<file path="config.mk">
export PLATFORM = sky130hd
export DESIGN_NAME = aeolus_control_sequencer_flat
export DESIGN_NICKNAME = d
export VERILOG_FILES = /design/src/rtl/aeolus_control_sequencer_if.sv /design/src/rtl/aeolus_control_sequencer.sv /design/src/flat_wrapper.sv
export SDC_FILE = /design/constraint.sdc
export NUM_CORES = 1
export LEC_CHECK = 0
export CAP_MARGIN = 0
export CORE_ASPECT_RATIO = 0.9
export CORE_MARGIN = 3
export CORE_UTILIZATION = 33
export CTS_CLUSTER_SIZE = 28
export DETAILED_ROUTE_END_ITERATION = 12
export GPL_TIMING_DRIVEN = 0
export REMOVE_ABC_BUFFERS = 1
export SYNTH_ARGS = -nofsm -noshare
export SYNTH_HDL_FRONTEND = slang
export SYNTH_SLANG_ARGS = --single-unit
</file>
<file path="constraint.sdc">
create_clock -name clk -period 3.2 [get_ports clk]
set_clock_uncertainty 0.05 [all_clocks]
set_input_delay 0.64 -clock clk [delete_from_list [all_inputs] [get_ports clk]]
set_output_delay 0.64 -clock clk [all_outputs]
set_load 0.01 [all_outputs]
</file>
<file path="src/rtl/aeolus_control_sequencer_if.sv">
`default_nettype none
// ============================================================================
// Module      : aeolus_control_sequencer_if
// Description : Instruction handshake and datapath strobe bundle between the
//               instruction source and the Aeolus control sequencer.
// Revision    : 1.0 - initial release
// ============================================================================
interface aeolus_control_sequencer_if #(
  parameter int CNT_W = 8
);
  logic             start;
  logic [7:0]       instr;
  logic             alu_overflow;
  logic             ld_a;
  logic             ld_b;
  logic             alu_add;
  logic             alu_sub;
  logic             alu_lshift;
  logic             alu_rshift;
  logic             en_acc;
  logic             clr_acc;
  logic             en_out;
  logic [3:0]       imm_data;
  logic             busy;
  logic             done;
  logic             ovf_flag;
  logic             err_flag;
  logic [CNT_W-1:0] instr_count;

  // Instruction source side: issues instructions, reports ALU overflow.
  modport master (
    output start, instr, alu_overflow,
    input  ld_a, ld_b, alu_add, alu_sub, alu_lshift, alu_rshift,
    input  en_acc, clr_acc, en_out, imm_data, busy, done,
    input  ovf_flag, err_flag, instr_count
  );

  // Sequencer side.
  modport slave (
    input  start, instr, alu_overflow,
    output ld_a, ld_b, alu_add, alu_sub, alu_lshift, alu_rshift,
    output en_acc, clr_acc, en_out, imm_data, busy, done,
    output ovf_flag, err_flag, instr_count
  );
endinterface
`default_nettype wire

</file>
<file path="src/rtl/aeolus_control_sequencer.sv">
`default_nettype none
// ============================================================================
// Module      : aeolus_control_sequencer
// Description : Multi-cycle control unit for the Aeolus datapath. Accepts one
//               instruction per start handshake and sequences load, ALU and
//               enable strobes; reports done, sticky overflow and error.
// Revision    : 1.0 - initial release
// ============================================================================
module aeolus_control_sequencer #(
  parameter int CNT_W = 8
) (
  input  logic                        clk,
  input  logic                        reset,
  aeolus_control_sequencer_if.slave   bus
);

  localparam logic [2:0] S_IDLE    = 3'd0;
  localparam logic [2:0] S_DECODE  = 3'd1;
  localparam logic [2:0] S_EXEC    = 3'd2;
  localparam logic [2:0] S_ALUWAIT = 3'd3;
  localparam logic [2:0] S_DONE    = 3'd4;

  localparam logic [3:0] OP_NOP = 4'h0;
  localparam logic [3:0] OP_LDA = 4'h1;
  localparam logic [3:0] OP_LDB = 4'h2;
  localparam logic [3:0] OP_ADD = 4'h3;
  localparam logic [3:0] OP_SUB = 4'h4;
  localparam logic [3:0] OP_LSL = 4'h5;
  localparam logic [3:0] OP_LSR = 4'h6;
  localparam logic [3:0] OP_CLR = 4'h7;
  localparam logic [3:0] OP_OUT = 4'h8;

  localparam logic [CNT_W-1:0] CNT_ONE = CNT_W'(1);

  logic [2:0]       r_state;
  logic [2:0]       w_next_state;
  logic [7:0]       r_instr;
  logic [3:0]       w_opcode;
  logic             r_is_alu;
  logic             r_is_clr;
  logic             r_is_illegal;
  logic             r_ovf;
  logic             r_err;
  logic [CNT_W-1:0] r_count;

  logic r_ld_a, r_ld_b, r_add, r_sub, r_lsl, r_lsr, r_en_acc, r_clr, r_en_out;
  logic r_busy, r_done;
  logic w_ld_a, w_ld_b, w_add, w_sub, w_lsl, w_lsr, w_en_acc, w_clr, w_en_out;
  logic w_busy, w_done;

  assign w_opcode = r_instr[7:4];

  // State register: reset returns to IDLE from any state.
  always_ff @(posedge clk) begin
    if (reset) r_state <= S_IDLE;
    else       r_state <= w_next_state;
  end

  // Next-state logic: fixed-length sequences, ALU ops take one extra cycle.
  always_comb begin
    w_next_state = r_state;
    case (r_state)
      S_IDLE:    if (bus.start) w_next_state = S_DECODE;
      S_DECODE:  w_next_state = S_EXEC;
      S_EXEC:    w_next_state = r_is_alu ? S_ALUWAIT : S_DONE;
      S_ALUWAIT: w_next_state = S_DONE;
      S_DONE:    w_next_state = S_IDLE;
      default:   w_next_state = S_IDLE;
    endcase
  end

  // Output decode from the upcoming state, so the registered strobes line up
  // exactly with the state they belong to. r_instr is stable from DECODE on.
  always_comb begin
    w_ld_a   = 1'b0;
    w_ld_b   = 1'b0;
    w_add    = 1'b0;
    w_sub    = 1'b0;
    w_lsl    = 1'b0;
    w_lsr    = 1'b0;
    w_en_acc = 1'b0;
    w_clr    = 1'b0;
    w_en_out = 1'b0;
    w_busy   = (w_next_state != S_IDLE);
    w_done   = (w_next_state == S_DONE);
    if (w_next_state == S_EXEC) begin
      case (w_opcode)
        OP_LDA:  w_ld_a   = 1'b1;
        OP_LDB:  w_ld_b   = 1'b1;
        OP_ADD:  w_add    = 1'b1;
        OP_SUB:  w_sub    = 1'b1;
        OP_LSL:  w_lsl    = 1'b1;
        OP_LSR:  w_lsr    = 1'b1;
        OP_CLR:  w_clr    = 1'b1;
        OP_OUT:  w_en_out = 1'b1;
        default: ;
      endcase
    end
    if (w_next_state == S_ALUWAIT) w_en_acc = 1'b1;
  end

  // Output register stage: glitch-free Moore strobes.
  always_ff @(posedge clk) begin
    if (reset) begin
      r_ld_a   <= 1'b0;
      r_ld_b   <= 1'b0;
      r_add    <= 1'b0;
      r_sub    <= 1'b0;
      r_lsl    <= 1'b0;
      r_lsr    <= 1'b0;
      r_en_acc <= 1'b0;
      r_clr    <= 1'b0;
      r_en_out <= 1'b0;
      r_busy   <= 1'b0;
      r_done   <= 1'b0;
    end else begin
      r_ld_a   <= w_ld_a;
      r_ld_b   <= w_ld_b;
      r_add    <= w_add;
      r_sub    <= w_sub;
      r_lsl    <= w_lsl;
      r_lsr    <= w_lsr;
      r_en_acc <= w_en_acc;
      r_clr    <= w_clr;
      r_en_out <= w_en_out;
      r_busy   <= w_busy;
      r_done   <= w_done;
    end
  end

  // Instruction latch on accepted start, and opcode class decode in DECODE.
  always_ff @(posedge clk) begin
    if (reset) begin
      r_instr      <= 8'h00;
      r_is_alu     <= 1'b0;
      r_is_clr     <= 1'b0;
      r_is_illegal <= 1'b0;
    end else begin
      if (r_state == S_IDLE && bus.start) r_instr <= bus.instr;
      if (r_state == S_DECODE) begin
        r_is_alu     <= (w_opcode >= OP_ADD) && (w_opcode <= OP_LSR);
        r_is_clr     <= (w_opcode == OP_CLR);
        r_is_illegal <= (w_opcode > OP_OUT);
      end
    end
  end

  // Sticky status: CLR clears overflow in EXEC, and never reaches ALUWAIT.
  always_ff @(posedge clk) begin
    if (reset) begin
      r_ovf <= 1'b0;
      r_err <= 1'b0;
    end else begin
      if (r_state == S_EXEC && r_is_illegal) r_err <= 1'b1;
      if (r_state == S_EXEC && r_is_clr)     r_ovf <= 1'b0;
      else if (r_state == S_ALUWAIT)         r_ovf <= r_ovf | bus.alu_overflow;
    end
  end

  // Retired-instruction counter: bumps as DONE is left, wraps naturally.
  always_ff @(posedge clk) begin
    if (reset)                 r_count <= '0;
    else if (r_state == S_DONE) r_count <= r_count + CNT_ONE;
  end

  assign bus.ld_a        = r_ld_a;
  assign bus.ld_b        = r_ld_b;
  assign bus.alu_add     = r_add;
  assign bus.alu_sub     = r_sub;
  assign bus.alu_lshift  = r_lsl;
  assign bus.alu_rshift  = r_lsr;
  assign bus.en_acc      = r_en_acc;
  assign bus.clr_acc     = r_clr;
  assign bus.en_out      = r_en_out;
  assign bus.imm_data    = r_instr[3:0];
  assign bus.busy        = r_busy;
  assign bus.done        = r_done;
  assign bus.ovf_flag    = r_ovf;
  assign bus.err_flag    = r_err;
  assign bus.instr_count = r_count;

endmodule
`default_nettype wire

</file>
<file path="src/flat_wrapper.sv">
// flat-port wrapper written by rule: the top's interface ports become plain ports
module aeolus_control_sequencer_flat 
#(
  parameter int CNT_W = 8
)
  (clk, reset, bus_start, bus_instr, bus_alu_overflow, bus_ld_a, bus_ld_b, bus_alu_add, bus_alu_sub, bus_alu_lshift, bus_alu_rshift, bus_en_acc, bus_clr_acc, bus_en_out, bus_imm_data, bus_busy, bus_done, bus_ovf_flag, bus_err_flag, bus_instr_count);
  aeolus_control_sequencer_if #(.CNT_W(CNT_W)) bus_i ();
  input  logic clk;
  input  logic reset;
  input wire logic [$bits(bus_i.start)-1:0] bus_start;
  input wire logic [$bits(bus_i.instr)-1:0] bus_instr;
  input wire logic [$bits(bus_i.alu_overflow)-1:0] bus_alu_overflow;
  output wire logic [$bits(bus_i.ld_a)-1:0] bus_ld_a;
  output wire logic [$bits(bus_i.ld_b)-1:0] bus_ld_b;
  output wire logic [$bits(bus_i.alu_add)-1:0] bus_alu_add;
  output wire logic [$bits(bus_i.alu_sub)-1:0] bus_alu_sub;
  output wire logic [$bits(bus_i.alu_lshift)-1:0] bus_alu_lshift;
  output wire logic [$bits(bus_i.alu_rshift)-1:0] bus_alu_rshift;
  output wire logic [$bits(bus_i.en_acc)-1:0] bus_en_acc;
  output wire logic [$bits(bus_i.clr_acc)-1:0] bus_clr_acc;
  output wire logic [$bits(bus_i.en_out)-1:0] bus_en_out;
  output wire logic [$bits(bus_i.imm_data)-1:0] bus_imm_data;
  output wire logic [$bits(bus_i.busy)-1:0] bus_busy;
  output wire logic [$bits(bus_i.done)-1:0] bus_done;
  output wire logic [$bits(bus_i.ovf_flag)-1:0] bus_ovf_flag;
  output wire logic [$bits(bus_i.err_flag)-1:0] bus_err_flag;
  output wire logic [$bits(bus_i.instr_count)-1:0] bus_instr_count;
  assign bus_i.start = bus_start;
  assign bus_i.instr = bus_instr;
  assign bus_i.alu_overflow = bus_alu_overflow;
  assign bus_ld_a = bus_i.ld_a;
  assign bus_ld_b = bus_i.ld_b;
  assign bus_alu_add = bus_i.alu_add;
  assign bus_alu_sub = bus_i.alu_sub;
  assign bus_alu_lshift = bus_i.alu_lshift;
  assign bus_alu_rshift = bus_i.alu_rshift;
  assign bus_en_acc = bus_i.en_acc;
  assign bus_clr_acc = bus_i.clr_acc;
  assign bus_en_out = bus_i.en_out;
  assign bus_imm_data = bus_i.imm_data;
  assign bus_busy = bus_i.busy;
  assign bus_done = bus_i.done;
  assign bus_ovf_flag = bus_i.ovf_flag;
  assign bus_err_flag = bus_i.err_flag;
  assign bus_instr_count = bus_i.instr_count;
  aeolus_control_sequencer #(.CNT_W(CNT_W)) u_core (.clk(clk), .reset(reset), .bus(bus_i));
endmodule
</file>
Word-level counts from Yosys, hierarchy flattened
Index checks and enable logic that the tools add are counted.
{"block": "totals", "reg_bits": 35, "in_bits": 12, "word_cells": 60}
{"block": "classes", "n_addsub": 1, "order_cmp": 3, "n_eq_ne": 15, "mux": 12, "bitwise_logic": 2, "reduce_logical": 8}
{"operator": "== test 4 x 3 -> 1 bit (second input constant)", "n": 4}
{"operator": "== test 3 x 2 -> 1 bit (second input constant)", "n": 4}
{"operator": "one-hot mux 3 bit (4 select lines)", "n": 1}
{"operator": "two-way mux 1 bit", "n": 9}
{"operator": "adder 8 x 1 -> 8 bit (second input constant)", "n": 1}
{"operator": "== test 4 x 2 -> 1 bit (second input constant)", "n": 2}
{"operator": "== test 3 bit (second input constant)", "n": 2}
{"operator": "two-way mux 3 bit", "n": 2}
{"operator": "== test 4 x 1 -> 1 bit (second input constant)", "n": 1}
{"operator": "== test 4 bit (second input constant)", "n": 1}
{"operator": ">= comparator 4 x 2 -> 1 bit (second input constant)", "n": 1}
{"operator": "> comparator 4 bit (second input constant)", "n": 1}
{"operator": "<= comparator 4 x 3 -> 1 bit (second input constant)", "n": 1}
{"operator": "logical AND 1 bit", "n": 4}
{"operator": "OR reduction 2 bit", "n": 2}
{"operator": "== test 3 x 1 -> 1 bit (second input constant)", "n": 1}
{"operator": "zero test 3 bit", "n": 1}
{"operator": "nonzero test 3 bit", "n": 1}
{"operator": "NOT 1 bit", "n": 1}
{"operator": "bitwise OR 1 bit", "n": 1}

Depth between registers and ports, before layout
Gate-level depths: netlist of the first run.
{"block": "logic_depth", "ltp_word": 5, "ltp_mapped": 5, "depth_no_buf": 4}

Worst setup path before layout of the first run
Ideal clock, no wire load.
{"block": "synth_timing", "path_type": "input to register", "from": "input reset", "to": "register u_core.r_lsr (netlist: u_core.bus.alu_rshift)", "setup_time_ps": 80, "t_arrival_ps": 1798, "t_required_ps": 3070, "slack_ps": 1272, "cell_stages": 4, "path_buffers": 1, "cell_sequence": "clkbuf_1 or2_2 or4b_4 nor3b_1"}
{"block": "synth_between", "elab_chain_len": 1}
{"element": "start: declaration", "line_no": "flat_wrapper.sv:9", "source": "input logic reset;"}
{"element": "OR reduction 2 bit (no source line)"}
{"element": "end signal: assignment", "line_no": "aeolus_control_sequencer.sv:122", "source": "r_lsr <= w_lsr;"}
{"element": "end: declaration", "line_no": "aeolus_control_sequencer.sv:46", "source": "logic r_ld_a, r_ld_b, r_add, r_sub, r_lsl, r_lsr, r_en_acc, r_clr, r_en_out;"}
Every way passes these cells.
A chain may end at the register's enable or synchronous reset.

Worst setup path after layout of the first run
Ends and elaborated chain as after synthesis.

==> impl_metrics.toml, run 1 <==
[cells_and_area]
diodes = 0
nFillCells = 359
multi_input_area_sq_um = 608
synthToLayoutAreaGrowth_pct = 31.8
drive_above_1_share_pct = 7.73
nets = 193
seq_area_sq_um = 701

[placed_design]
numPortBuffers = 36
gp_congestion = 0.753
dp_hpwl_um = 2080
pre_cts_ws_ns = 0.175

[timing]
final_hold_viol_count = 0
period_minus_slack_ns = 2.71
maxSlewViolCount = 0
setup_slack_ns = 0.493
fin_crit_sh_pct = 84.6
worstMarginPinSlew_ns = 0.919
grt_setup_unrepaired = "false"
max-slew-margin-rel_pct = 38.6
finalSetupViolCount = 0
max_freq_mhz = 369
fin_tns_setup_ns = 0

[grt]
grt_pass1_wl_um = 5000
grt-ovfl-total = 0
grt_util_all_layers_pct = 13.2
grt_max_degree = 26
antenna_found_initial = 0
grt_pass1_vias = 1137

[critical_path]
path_delay_family = "simple AND/OR/NAND/NOR gates"
worstSetupPathType = "input pin to flip-flop"
r2r_slack_ns = 1.31
ff2ff_path_depth = 3
cp_max_fo = 25
reg2reg_to = "u_core.r_is_clr$_SDFFE_PP0P_"
crit_arrival_ns = 2.86
path_depth = 4
end_kind = "flip-flop"
r2r_start = "u_core.r_state[0]$_SDFF_PP0_"
crit_path_cell_trace = "clkdlybuf4s50_1, or2_2, or4b_4, nor3b_1"
required_ns = 3.35
max_stage_delay_ns = 0.88
critPathBufInv = 1
cp_slowest_cell = "clkdlybuf4s50_1"
critPathLaunchType = "input pin"

[detailed_routing]
post_drt_wl_per_cell_um = 13.1
drc = 0
drt_iter0_drc = 94
routed_wl_um = 2980
drt-pass1-iter-count = 4
final_antenna_net_count = 0
avgViaCountPerCell = 5.08
num_vias = 1153

[logic_synthesis]
yosysTopAreaCell = "dfxtp_1"
synthTopCellsByArea = "dfxtp_1 50%, a21oi_1 6.5%, nand2_1 5.9%"
syn_area_per_cell_sq_um = 9.14
syn_inst = 152
ys_types = 39
synth_top_area_share_pct = 50.5
synthArstFlopShare_pct = 0
ys_warn_count = 0
synth_area_sq_mm = 0.00139
synth_edf_count = 0
synth-seq-cells = 35
synth-seq-area-share_pct = 50.5
synth_flop_cell = "dfxtp_1"

[clock_network]
cts_resized = 0
cts-hold-fix-buffers = 0
clk_pin_slew_worst_paths_ns = 0.06
numCtsBuffers = 5
cts_tree = "done"
clkLatencyLatePin_ns = 0.29
cts_sinks = 35
cts_root_buf = "clkbuf_8"
clockBufferDepth = 2
postCtsSetupBuffers = 0
htree_levels = 2

[worst_hold_path]
min_to = "u_core.r_instr[1]$_SDFFE_PP0P_"
hold_start = "u_core.r_instr[1]$_SDFFE_PP0P_"
holdPathStages = 2
hp-class = "flip-flop to flip-flop"

[die]
io_pins = 37
floorplan.initialDensity_pct = 35.7
die_w_um = 74.4
dieHeight_um = 67.5
core_area_sq_mm = 0.00389
die-area_sq_mm = 0.00502
num_rows = 21

[power_and_ir_drop]
power_density_mw_per_mm2 = 479
ir_worst_vdd_v = 0.000185
power_leakage_nw = 0.640

[outcome]
status = "finished, final reports clean"

[flow_run]
maxCapViolCount = 0
worst register-to-register path: cells and delay by family, from the launching register on:
kind	cells	cell delay [ns]
and+or+nand+nor	2	1.04
DFF	1	0.56
AOI/OAI and AO/OA	1	0.15
area by class of cell:
class / count / area share, %
repair buffers: 36 / 19.7
inverters: 1 / 0.205
well taps: 46 / 3.14
flip-flops and latches: 35 / 38.3
clock buffers: 8 / 5.47
multi-input cells: 101 / 33.2
worst max-delay path by stage:
stage               start                               end
global placement    reset  u_core.bus.alu_rshift$_SDFF_PP0_
global route        reset  u_core.bus.alu_rshift$_SDFF_PP0_
finish              reset  u_core.bus.alu_rshift$_SDFF_PP0_
floorplan           reset  u_core.bus.alu_rshift$_SDFF_PP0_
detailed placement  reset  u_core.bus.alu_rshift$_SDFF_PP0_
CTS                 reset  u_core.bus.alu_rshift$_SDFF_PP0_
kinds of logic (layout without fill, tap and decap cells):
family | Yosys count | in the layout | share of synthesized area (%)
flip-flops | 35 | 35 | 50.5
multiplexers | 3 | 3 | 2.16
XOR/XNOR | 1 | 1 | 0.631
AND/OR/NAND/NOR | 67 | 67 | 28.3
AO/OA/AOI/OAI | 29 | 29 | 11.8
adder cells (fa/ha/maj) | 1 | 1 | 0.901
buffers and inverters | 16 | 45 | 5.77
synthesized netlist by cell type, types with 2 or more instances:
library cell  count
nand4_1           2
nor2_1            8
dfxtp_1          35
mux2i_1           3
a21oi_1          18
nor3_1            4
o31ai_1           2
nand2b_1          2
or4_1             2
nor3b_1           2
and3b_1           3
o21ai_0           5
nand3b_1          2
or3_1             3
clkbuf_1          9
or2_2             2
buf_4             5
nor4_1            3
nand2_1          22
cells in the final DEF (no fill, tap or decap), drive strengths merged, types with 4 or more instances in the layout:
cell	n
a21oi	18
clkbuf	8
clkdlybuf4s50	36
dfxtp	35
nand2	22
nor2	8
nor3	4
o21ai	5
where the power goes:
part | internal [mW] | switching (mW)
registers | 0.447 | 0.0163
clock network | 0.196 | 0.148
logic | 0.0378 | 0.0305
total | 0.681 | 0.195
stage by stage:
stage	cells	hold slack, ns	utilization [%]	power (mW)	cell area (sq um)
floorplan	137	0.376	-	0.501	1310
global placement	219	0.393	44.5	0.540	1730
detailed placement	219	0.400	44.5	0.542	1730
CTS	227	0.414	47.1	0.883	1830
global route	227	0.430	47.1	0.913	1830
finish	227	0.413	47.1	0.876	1830
layer usage:
layer / share of wire [%] / up-vias / track usage [%]
met5: 0 / - / 0
met4: 1.3 / 0 / 5.33
met3: 6.6 / 5 / 6.70
met2: 45 / 30 / 19.4
met1: 47 / 534 / 16.2
li1: - / 584 / -
(Power assumes the default switching activity.)
==> run 2: changes to the inputs <==
Clock period 3.2 ns to 2.29 ns, I/O delays scaled along.
==> run 2 against run 1 <==
  * Count of clock-buffer cells in the layout did not move
  * Final cell count did not move
  * Critical path depth did not move
  * Sequential power rose by 40%
  * Die area did not move
  * Highest routed layer unchanged
==> impl_metrics.toml, run 2 (synthesized netlist as in run 1, its figures left out) <==
[detailed_routing]
post_drt_wl_per_cell_um = 13.1
drt-pass1-iter-count = 4
final_antenna_net_count = 0
drt_iter0_drc = 94
num_vias = 1153
drc = 0
avgViaCountPerCell = 5.08
routed_wl_um = 2980

[clock_network]
numCtsBuffers = 5
cts_root_buf = "clkbuf_8"
clockBufferDepth = 2
cts_sinks = 35
clkLatencyLatePin_ns = 0.29
clk_pin_slew_worst_paths_ns = 0.06
cts_resized = 1
cts-hold-fix-buffers = 0
cts_tree = "done"
htree_levels = 2
postCtsSetupBuffers = 0

[timing]
fin_crit_sh_pct = 90.7
max_freq_mhz = 481
maxSlewViolCount = 0
finalSetupViolCount = 0
period_minus_slack_ns = 2.08
grt_setup_unrepaired = "false"
max-slew-margin-rel_pct = 39.2
worstMarginPinSlew_ns = 0.912
final_hold_viol_count = 0

[die]
core_area_sq_mm = 0.00389
dieHeight_um = 67.5
num_rows = 21
floorplan.initialDensity_pct = 35.7
die-area_sq_mm = 0.00502
die_w_um = 74.4
io_pins = 37

[cells_and_area]
drive_above_1_share_pct = 7.73
diodes = 0
mostFrequentLayoutCells = "35 x clkdlybuf4s50_1, 35 x dfxtp_1, 22 x nand2_1"
synthToLayoutAreaGrowth_pct = 31.7
nets = 193
layoutNonFillerInstCount = 227
final_area_sq_mm = 0.00183
final_util_pct = 47.0

[placed_design]
dp_hpwl_um = 2080
dp.cells = 219
numPortBuffers = 36
gp_congestion = 0.753
placed_area_sq_mm = 0.00173

[critical_path]
worstSetupPathType = "input pin to flip-flop"
r2r_slack_ns = 0.41
ff2ff_path_depth = 3
crit_path_cell_trace = "dlygate4sd2_1, or2_2, or4b_4, nor3b_1"
crit_start = "reset"
max_stage_delay_ns = 0.56
r2r_start = "u_core.r_state[0]$_SDFF_PP0_"
end_kind = "flip-flop"
crit_arrival_ns = 2.23
required_ns = 2.44
critPathLaunchType = "input pin"
cp_slowest_cell = "or4b_4"
cp_max_fo = 25

[grt]
grt_util_all_layers_pct = 13.2
grt_max_degree = 26
grt_pass1_vias = 1137
grt_pass1_wl_um = 5000
antenna_found_initial = 0
grt-ovfl-total = 0

[power_and_ir_drop]
power_density_mw_per_mm2 = 669
power_leakage_nw = 0.642
ir_worst_vdd_v = 0.000258

[worst_hold_path]
hp-class = "flip-flop to flip-flop"
holdPathStages = 2
hold_start = "u_core.r_instr[1]$_SDFFE_PP0P_"

[flow_run]
maxCapViolCount = 0

[outcome]
status = "finished, final reports clean"
-- run 2: final timing paths --
kind	end
worst max-delay path	u_core.bus.alu_rshift$_SDFF_PP0_
worst min-delay path	u_core.r_instr[1]$_SDFFE_PP0P_
worst min register to register	u_core.r_instr[1]$_SDFFE_PP0P_
worst max register to register	u_core.r_is_clr$_SDFFE_PP0P_
-- run 2: layout make-up --
type | count | area, sq um
timing repair buffer | 36 | 359
tap | 46 | 57.6
clock buffer | 8 | 100
sequential | 35 | 701
fill | 360 | 2060
multi-input combinational | 101 | 608
inverter | 1 | 3.75
-- run 2: layer usage --
layer / GRT usage [%] / vias up / routed length (um)
met5: 0 / - / 0
met4: 5.33 / 0 / 40
met3: 6.70 / 5 / 196
met2: 19.4 / 30 / 1350
met1: 16.2 / 534 / 1400
li1: - / 584 / -
-- run 2: critical path, delay by kind of cell --
family | cells | cell delay, ns
and+or+nand+nor | 3 | 1.24
buffers and inverters | 1 | 0.53
-- run 2: report_power, final --
group | total, mW | switching, mW | internal [mW]
Clock | 0.482 | 0.207 | 0.274
Sequential | 0.647 | 0.0228 | 0.625
Combinational | 0.0948 | 0.0427 | 0.0521
-- run 2: per-stage QoR --
stage / hold WS [ns] / total power, mW / setup slack, ns / TNS, ns
floorplan: 0.376 / 0.701 / 0.586 / 0
detailed placement: 0.400 / 0.757 / -0.553 / -3.09
CTS: 0.414 / 1.23 / 0.203 / 0
global route: 0.430 / 1.28 / 0.133 / 0
global placement: 0.393 / 0.755 / -0.526 / -2.91
finish: 0.413 / 1.22 / 0.213 / 0
